$ cat src/rtl/montar_pin.sv
// Keypad PIN assembler: buffers up to four digits and emits a one-cycle packet on ENTER.
// Optional inactivity timeout is compiled in with `define MONTAR_PIN_TIMEOUT_EN.
module montar_pin #(
  parameter int         TIMEOUT_CYCLES = 250_000_000,
  parameter logic [3:0] KEY_ENTER      = 4'hF,
  parameter logic [3:0] KEY_BACK       = 4'hB
) (
  input  logic        clk,
  input  logic        rst,
  input  logic        enable,
  input  logic        key_valid,
  input  logic [3:0]  key_code,
  output logic [16:0] pin_out,
  output logic [2:0]  digit_count,
  output logic        timeout_pulse
);

  localparam logic [3:0] BLANK = 4'hA;

  typedef enum logic [1:0] {IDLE, COLLECT, SEND} state_t;

  state_t      state_reg, state_next;
  logic [3:0]  digit_reg  [4];
  logic [3:0]  digit_next [4];
  logic [2:0]  count_reg, count_next;
  logic        pulse_reg, pulse_next;
  logic [2:0]  back_idx;
  logic        is_digit, is_back, is_enter;

`ifdef MONTAR_PIN_TIMEOUT_EN
  localparam int TW = $clog2(TIMEOUT_CYCLES + 1);
  logic [TW-1:0] timer_reg, timer_next;
`endif

  assign is_digit = key_valid && (key_code <= 4'd9);
  assign is_back  = key_valid && (key_code == KEY_BACK);
  assign is_enter = key_valid && (key_code == KEY_ENTER);
  assign back_idx = count_reg - 3'd1;

  always_comb begin
    state_next = state_reg;
    digit_next = digit_reg;
    count_next = count_reg;
    pulse_next = 1'b0;
`ifdef MONTAR_PIN_TIMEOUT_EN
    timer_next = timer_reg;
`endif
    if (state_reg == SEND || !enable) begin
      // Packet already issued, or keypad disabled: drop keys and blank the buffer.
      state_next = IDLE;
      count_next = 3'd0;
      for (int i = 0; i < 4; i++) digit_next[i] = BLANK;
`ifdef MONTAR_PIN_TIMEOUT_EN
      timer_next = '0;
`endif
    end else if (is_enter) begin
      state_next = SEND;
`ifdef MONTAR_PIN_TIMEOUT_EN
      timer_next = '0;
`endif
    end else if (is_digit) begin
      state_next = COLLECT;
      if (count_reg < 3'd4) begin
        digit_next[count_reg[1:0]] = key_code;
        count_next = count_reg + 3'd1;
      end else begin
        for (int i = 0; i < 3; i++) digit_next[i] = digit_reg[i+1];
        digit_next[3] = key_code;
      end
`ifdef MONTAR_PIN_TIMEOUT_EN
      timer_next = '0;
`endif
    end else if (is_back && count_reg != 3'd0) begin
      digit_next[back_idx[1:0]] = BLANK;
      count_next = back_idx;
      if (back_idx == 3'd0) state_next = IDLE;
`ifdef MONTAR_PIN_TIMEOUT_EN
      timer_next = '0;
`endif
    end
`ifdef MONTAR_PIN_TIMEOUT_EN
    else if (state_reg == COLLECT) begin
      if (timer_reg == TW'(TIMEOUT_CYCLES - 1)) begin
        state_next = IDLE;
        count_next = 3'd0;
        for (int i = 0; i < 4; i++) digit_next[i] = BLANK;
        timer_next = '0;
        pulse_next = 1'b1;
      end else begin
        timer_next = timer_reg + 1'b1;
      end
    end
`endif
  end

  always_ff @(posedge clk) begin
    if (rst) begin
      state_reg <= IDLE;
      count_reg <= 3'd0;
      pulse_reg <= 1'b0;
      for (int i = 0; i < 4; i++) digit_reg[i] <= BLANK;
`ifdef MONTAR_PIN_TIMEOUT_EN
      timer_reg <= '0;
`endif
    end else begin
      state_reg <= state_next;
      count_reg <= count_next;
      pulse_reg <= pulse_next;
      for (int i = 0; i < 4; i++) digit_reg[i] <= digit_next[i];
`ifdef MONTAR_PIN_TIMEOUT_EN
      timer_reg <= timer_next;
`endif
    end
  end

  // digit1 (oldest) occupies the nibble just below status.
  generate
    for (genvar gi = 0; gi < 4; gi++) begin : g_pack
      assign pin_out[15-4*gi -: 4] = digit_reg[gi];
    end
  endgenerate

  assign pin_out[16]   = (state_reg == SEND);
  assign digit_count   = count_reg;
  assign timeout_pulse = pulse_reg;

endmodule

$ cat config.mk
export PLATFORM = sky130hd
export DESIGN_NAME = montar_pin
export DESIGN_NICKNAME = d
export VERILOG_FILES = /design/src/rtl/montar_pin.sv
export SDC_FILE = /design/constraint.sdc
export NUM_CORES = 1
export LEC_CHECK = 0
export ABC_AREA = 1
export BUFFER_PORTS_ARGS = -buffer_cell sky130_fd_sc_hd__buf_4
export CAP_MARGIN = 20
export CORE_ASPECT_RATIO = 0.6
export CORE_MARGIN = 2
export CORE_UTILIZATION = 25
export DETAILED_ROUTE_END_ITERATION = 10
export GPL_ROUTABILITY_DRIVEN = 1
export PLACE_DENSITY = 0.46
export SYNTH_ARGS = -nofsm -noshare
export SYNTH_HDL_FRONTEND = slang
export SYNTH_SLANG_ARGS = --single-unit
$ cat constraint.sdc
create_clock -name clk -period 2 [get_ports clk]
set_input_delay 0 -clock clk [delete_from_list [all_inputs] [get_ports clk]]
set_output_delay 0 -clock clk [all_outputs]
set_load 0.1 [all_outputs]
==> results.md, run 1 <==
- Result of the run: finished clean
- Skew-Pair Late Insertion Delay: 0.27 ns
- WHS Endpoint: state_reg[1]
- Final instance count without filler cells: 359
- Synth area leaders: dfxtp_1 (27%), nand2_1 (21%), nand3_1 (12%)
- Count of instances resized after the clock tree is built: 0
- Placed cells: ~360
- Die Footprint: 0.00683 mm^2
- Critical path peak fanout: 16
- CP required: 2.21 ns
- Share of final-layout standard cells stronger than drive strength 1: 0.200
- Nets: 292
- Setup fix buffers added after clock tree synthesis: 0
- Total clock sinks: 21
- Share of flip-flops with an asynchronous set or reset after synthesis: 0
- Antenna violations before repair: 0
- Crit path setup slack, layout: 0.253 ns
- Fill cell count: around 700
- Routed via count: 1583
- Final standard cell area without fillers: 0.00186 mm^2
- Post-Syn Nets: around 270
- Port Buf Inserts: 27
- CTS tree: done
- Buffer type at the clock tree root: clkbuf_8
- Fmax: 572 MHz
- Most common cell in the synthesized netlist: nand2_1
- Floorplan Core Area: 0.00603 mm^2
- Reg-to-reg critical path endpoint: pin_out[0]
- Synth top area share: 0.273
- Max-slew violation count: 0
- Instance area at placement: 0.00181 mm^2
- Max reg flops: 16
- Critical path capture point type: flop
- Final Hold Vio Count: 0
- Number of instances in the synthesized netlist: between 200 and 300
- Via count of the first global-routing pass: 1441
- Prevailing post-synth register cell: dfxtp_1
- Worst Hold Path Cells: 3
- Worst slack, placed: between 0.2 and 0.3 ns
- # hold bufs at CTS: 0
- Post-Syn Area: 0.00154 mm^2
- Type of origin of the critical path: flop
- Most frequent cells after synthesis: nand2_1 (87), nand3_1 (38), inv_1 (22)
- Total iterations of the first detailed-routing run: 5
- Syn_area_per_cell: 6.16 um^2
- Half-perimeter wire length after detailed placement: about 3400 um
- Worst hold slack: ~0.079 ns
- Data arrival time of the critical path: 1.96 ns
- Worst supply voltage drop on vdd: roughly 0.25 mV
- Violation count after the first detailed-route iteration: 93
- Initial Util: 0.256
- Post-DR vias/cell: 4.41
- Global router's overall resource usage: 0.139
- Number of violations of the max-capacitance limit: 0
- Areal power density over the cells: between 600 and 700 mW/mm^2
- Clock Skew: slightly below 0.007 ns
- P_leak: 0.919 nW
- Clock transition at the registers of the reported paths: roughly 0.090 ns
- Total DRC errors in the routed layout: 0
- Layout area overhead: 20.5%
- Reg2reg setup slack: ~0.25 ns
- Hold WC Path Type: input pin to flop
- Tcrit/Tclk final: 0.874
- Horiz. Die Dim: 105 um
- Number of clock buffers inserted by TritonCTS: 3
- Number of cell instances on the worst register-to-register path: 9
- Portion of the post-synthesis area used by sequential elements: 0.273
- Unrepaired setup endpoints after global routing: no
- Final RePlAce weighted congestion: 0.786
- Sum Neg Setup Slack: 0 ns
- Number of inserted diodes: 0
- Row count: 22
- Worst R2R Start: digit_count[0]
- CTS H-tree depth: 1
- Start point of the worst hold path: key_code[2]
- Finish-stage setup viols: 0
- Count of warnings emitted by yosys: 0
- Die Height: 64.8 um
- Wire length of the first global-routing pass: between 7000 and 8000 um
- Number of enable flip-flop cells after synthesis: 0
- Cell variety after synth: 25
- Biggest area consumer among synthesized cells: dfxtp_1
- Routed wirelength normalized by instance count: about 13 um
- Buffer levels on the longest clock path: 2
- Routed wire length: ~4500 um
- Seq cells post-synth: 21
- Fin crit period: approximately 1.7 ns
- Number of nets with antenna violations after routing: 0
- GRT overflow: 0
- Maximum number of pins on one net before global-route repair: 22
- Total I/O pin count: 29
- Worst Path Class, Setup: flop to flop
-- per-layer routing --
metal	part of all wire	global-route usage	wire, um
met5	0	0	0
met4	0.0042	0.0200	19
met1	0.57	0.219	2570
met2	0.37	0.186	1650
met3	0.060	0.0382	271
-- worst max path at each step --
stage	from	endpoint
global route	digit_count[0]	pin_out[8]
floorplan	digit_count[0]	digit_count[0]
detailed placement	digit_count[0]	pin_out[3]
CTS	digit_count[0]	pin_out[0]
global placement	digit_count[0]	pin_out[1]
finish	digit_count[0]	pin_out[0]
-- logic make-up after synthesis --
kind of cell | after synthesis | synth area share
compound gates | 21 | 0.0699
xor+xnor | 2 | 0.0114
other cells | 1 | 0.00243
simple gates | 161 | 0.459
buf+inv | 36 | 0.119
fa+ha+maj | 8 | 0.0650
flops | 21 | 0.273
-- placed cells by master, fill, tap and decap left out, types with 2 or more instances in the layout --
master,instances
buf_4,33
nand3_2,4
clkbuf_8,3
nor2_1,20
nor2_2,3
nand3_1,38
o21ai_1,4
o21ai_0,11
dfxtp_2,2
nand2_2,5
a21oi_1,5
dfxtp_1,19
inv_1,22
nand2_1,87
ha_1,8
inv_2,2
-- final cells by class --
cell class / count / area (um^2) / area share
sequential: 21 / 423 / 0.228
inverter: 24 / 90.1 / 0.0486
multi-input combinational: 193 / 943 / 0.508
timing repair buffer: 33 / 248 / 0.134
clock buffer: 3 / 41.3 / 0.0223
tap: 84 / 105 / 0.0566
clock inverter: 1 / 5.00 / 0.00270
-- through the flow --
step	power (mW)	util
6_report	1.13	0.308
5_1_grt	1.19	0.308
4_1_cts	1.14	0.308
3_5_place_dp	0.833	0.300
3_3_place_gp	0.833	0.300
2_1_floorplan	0.753	-
-- critical path, stage by stage, from the launching register on --
cell     delay (ns)
dfxtp_2        0.41
inv_1          0.11
ha_1           0.28
a21oi_1        0.20
nand2_1        0.12
nand2_4        0.19
nand2_2        0.15
nand2_1        0.08
nand2_1        0.05
nor2_1         0.08
-- report_power, final --
| part | leakage [nW] | internal [mW] | switching [mW] |
|---|---|---|---|
| sequential | 0.172 | 0.435 | 0.0196 |
| combinational | 0.722 | 0.0967 | 0.272 |
| clock | 0.0255 | 0.140 | 0.164 |
| total | 0.919 | 0.671 | 0.456 |
Power figures use the tool's default switching activity.
==> run 2, diff against run 1 <==
- PLACE_DENSITY: 0.46 -> unset
- PLACE_DENSITY_LB_ADDON: unset -> 0.15
==> results.md, run 2 (synthesized netlist as in run 1, its figures left out) <==
- P_leak: 0.914 nW (was 0.919 nW)
- Count of instances resized after the clock tree is built: 0 (unchanged)
- Violation count after the first detailed-route iteration: 116 (was 93)
- Data arrival time of the critical path: 1.93 ns (was 1.96 ns)
- Routed wirelength normalized by instance count: 12.9 um (was 12.6 um)
- Start point of the worst hold path: key_code[2] (unchanged)
- Via count of the first global-routing pass: 1469 (was 1441)
- CTS tree: done (unchanged)
- Max-slew violation count: 0 (unchanged)
- Type of origin of the critical path: flop (unchanged)
- Delay of the slowest critical-path stage: 0.41 ns (about the same)
- Worst hold slack: 0.0864 ns (was 0.0787 ns)
- Startpoint of the worst setup timing path: digit_count[0] (unchanged)
- Final standard cell area without fillers: 0.00185 mm^2 (was 0.00186 mm^2)
- Setup fix buffers added after clock tree synthesis: 0 (unchanged)
- Worst Path Buf+Inv: 1 (unchanged)
- CTS H-tree depth: 1 (unchanged)
- Result of the run: finished clean (unchanged)
- Clock transition at the registers of the reported paths: 0.09 ns (about the same)
- Fill cell count: 673 (was 697)
- Number of inserted diodes: 0 (unchanged)
- Number of nets with antenna violations after routing: 0 (unchanged)
- Die Height: 64.8 um (unchanged)
- Antenna violations before repair: 0 (unchanged)
- Wire length of the first global-routing pass: 7720 um (was 7500 um)
- Final instance count without filler cells: 358 (was 359)
- # hold bufs at CTS: 0 (unchanged)
- Port Buf Inserts: 27 (unchanged)
- Total clock sinks: 21 (unchanged)
- Skew-Pair Late Insertion Delay: 0.27 ns (about the same)
- Finish-stage setup viols: 0 (unchanged)
- Sum Neg Setup Slack: 0 ns (unchanged)
- Number of violations of the max-capacitance limit: 0 (unchanged)
- Total iterations of the first detailed-routing run: 4 (was 5)
- Buffer levels on the longest clock path: 2 (unchanged)
- Share of final-layout standard cells stronger than drive strength 1: 0.197 (was 0.200)
- Fmax: 569 MHz (was 572 MHz)
- Max reg flops: 16 (unchanged)
- Cell with the largest stage delay on the worst path: dfxtp_2 (unchanged)
- Die Footprint: 0.00683 mm^2 (unchanged)
- Tcrit/Tclk final: 0.879 (was 0.874)
- Worst supply voltage drop on vdd: 0.290 mV (was 0.253 mV)
- CP required: 2.17 ns (was 2.21 ns)
- Routed via count: 1571 (was 1583)
- Worst slack, placed: 0.242 ns (was 0.271 ns)
- Horiz. Die Dim: 105 um (unchanged)
- Crit path setup slack, layout: 0.241 ns (was 0.253 ns)
- Post-DR vias/cell: 4.39 (was 4.41)
- Buffer type at the clock tree root: clkbuf_8 (unchanged)
- Worst R2R Start: digit_count[0] (unchanged)
- Critical path peak fanout: 16 (unchanged)
- Most common cell after layout, fill and taps aside: nand2_1 (unchanged)
- GRT overflow: 0 (unchanged)
- Instance area at placement: 0.00180 mm^2 (was 0.00181 mm^2)
- Crit path max-delay family: simple AND/OR/NAND/NOR gates (unchanged)
- Row count: 22 (unchanged)
- Maximum number of pins on one net before global-route repair: 22 (unchanged)
- Number of clock buffers inserted by TritonCTS: 3 (unchanged)
- Half-perimeter wire length after detailed placement: 3510 um (was 3380 um)
- Unrepaired setup endpoints after global routing: no (unchanged)
- Nets: 291 (was 292)
- Total I/O pin count: 29 (unchanged)
- Routed wire length: 4630 um (was 4510 um)
- Layout area overhead: 20.0% (was 20.5%)
- Total DRC errors in the routed layout: 0 (unchanged)
- Final RePlAce weighted congestion: 0.806 (was 0.786)
- Initial Util: 0.256 (unchanged)
- Critical path capture point type: flop (unchanged)
- Areal power density over the cells: 607 mW/mm^2 (about the same)
- Worst Path Class, Setup: flop to flop (unchanged)
- Final Hold Vio Count: 0 (unchanged)
- Global router's overall resource usage: 0.144 (was 0.139)
- Hold WC Path Type: input pin to flop (unchanged)
- Placed cells: 354 (was 355)
- Most frequent cells in the layout: nand2_1 (87), nand3_1 (38), buf_4 (32) (was nand2_1 (87), nand3_1 (38), buf_4 (33))
- Fin crit period: 1.76 ns (was 1.75 ns)
- Cell-by-cell trace of the critical path: inv_1 -> ha_1 -> a21oi_1 -> nand2_1 -> nand2_4 -> nand2_1 -> a21oi_1 -> nor2_1 (was inv_1 -> ha_1 -> a21oi_1 -> nand2_1 -> nand2_4 -> nand2_2 -> nand2_1 -> nand2_1 -> nor2_1)
- Clock Skew: 0.00165 ns (was 0.00694 ns)
- Floorplan Core Area: 0.00603 mm^2 (unchanged)
-- run 2: routing by layer --
layer  share of wire  track usage  vias up
li1                -            -      839
met1            0.55        0.220      698
met2            0.40        0.207       32
met3           0.047       0.0342        2
met4          0.0041       0.0150        0
met5               0            0        -
-- run 2: report_power, final --
group	switching (mW)	leakage (nW)	total [mW]	internal, mW
registers	0.0179	0.172	0.453	0.435
logic	0.274	0.717	0.369	0.0948
clock network	0.161	0.0255	0.300	0.139
-- run 2: metrics by stage --
stage,power [mW],util
global placement,0.834,0.299
global route,1.20,0.307
detailed placement,0.832,0.299
CTS,1.14,0.307
floorplan,0.753,-
finish,1.12,0.307
-- run 2: path summary, 6_finish.rpt --
| kind | endpoint | slack [ns] | cells past startpoint |
|---|---|---|---|
| setup / recovery | digit_count[2] | 0.24 | 8 |
| setup reg to reg | digit_count[2] | 0.24 | 8 |
| hold reg to reg | state_reg[0] | 0.47 | 2 |
| hold / removal | state_reg[1] | 0.09 | 3 |
-- run 2: tightest hold or removal path, stage by stage --
cell,delay [ns]
buf_4,0.15
nand2_1,0.10
a21oi_1,0.06
-- run 2: final cells by class --
type                       count  area [um^2]  area share
multi-input combinational    193          943       0.510
timing repair buffer          32          240       0.130
sequential                    21          423       0.229
clock buffer                   3         41.3      0.0223
inverter                      24         90.1      0.0487
tap                           84          105      0.0569
clock inverter                 1         5.00     0.00271
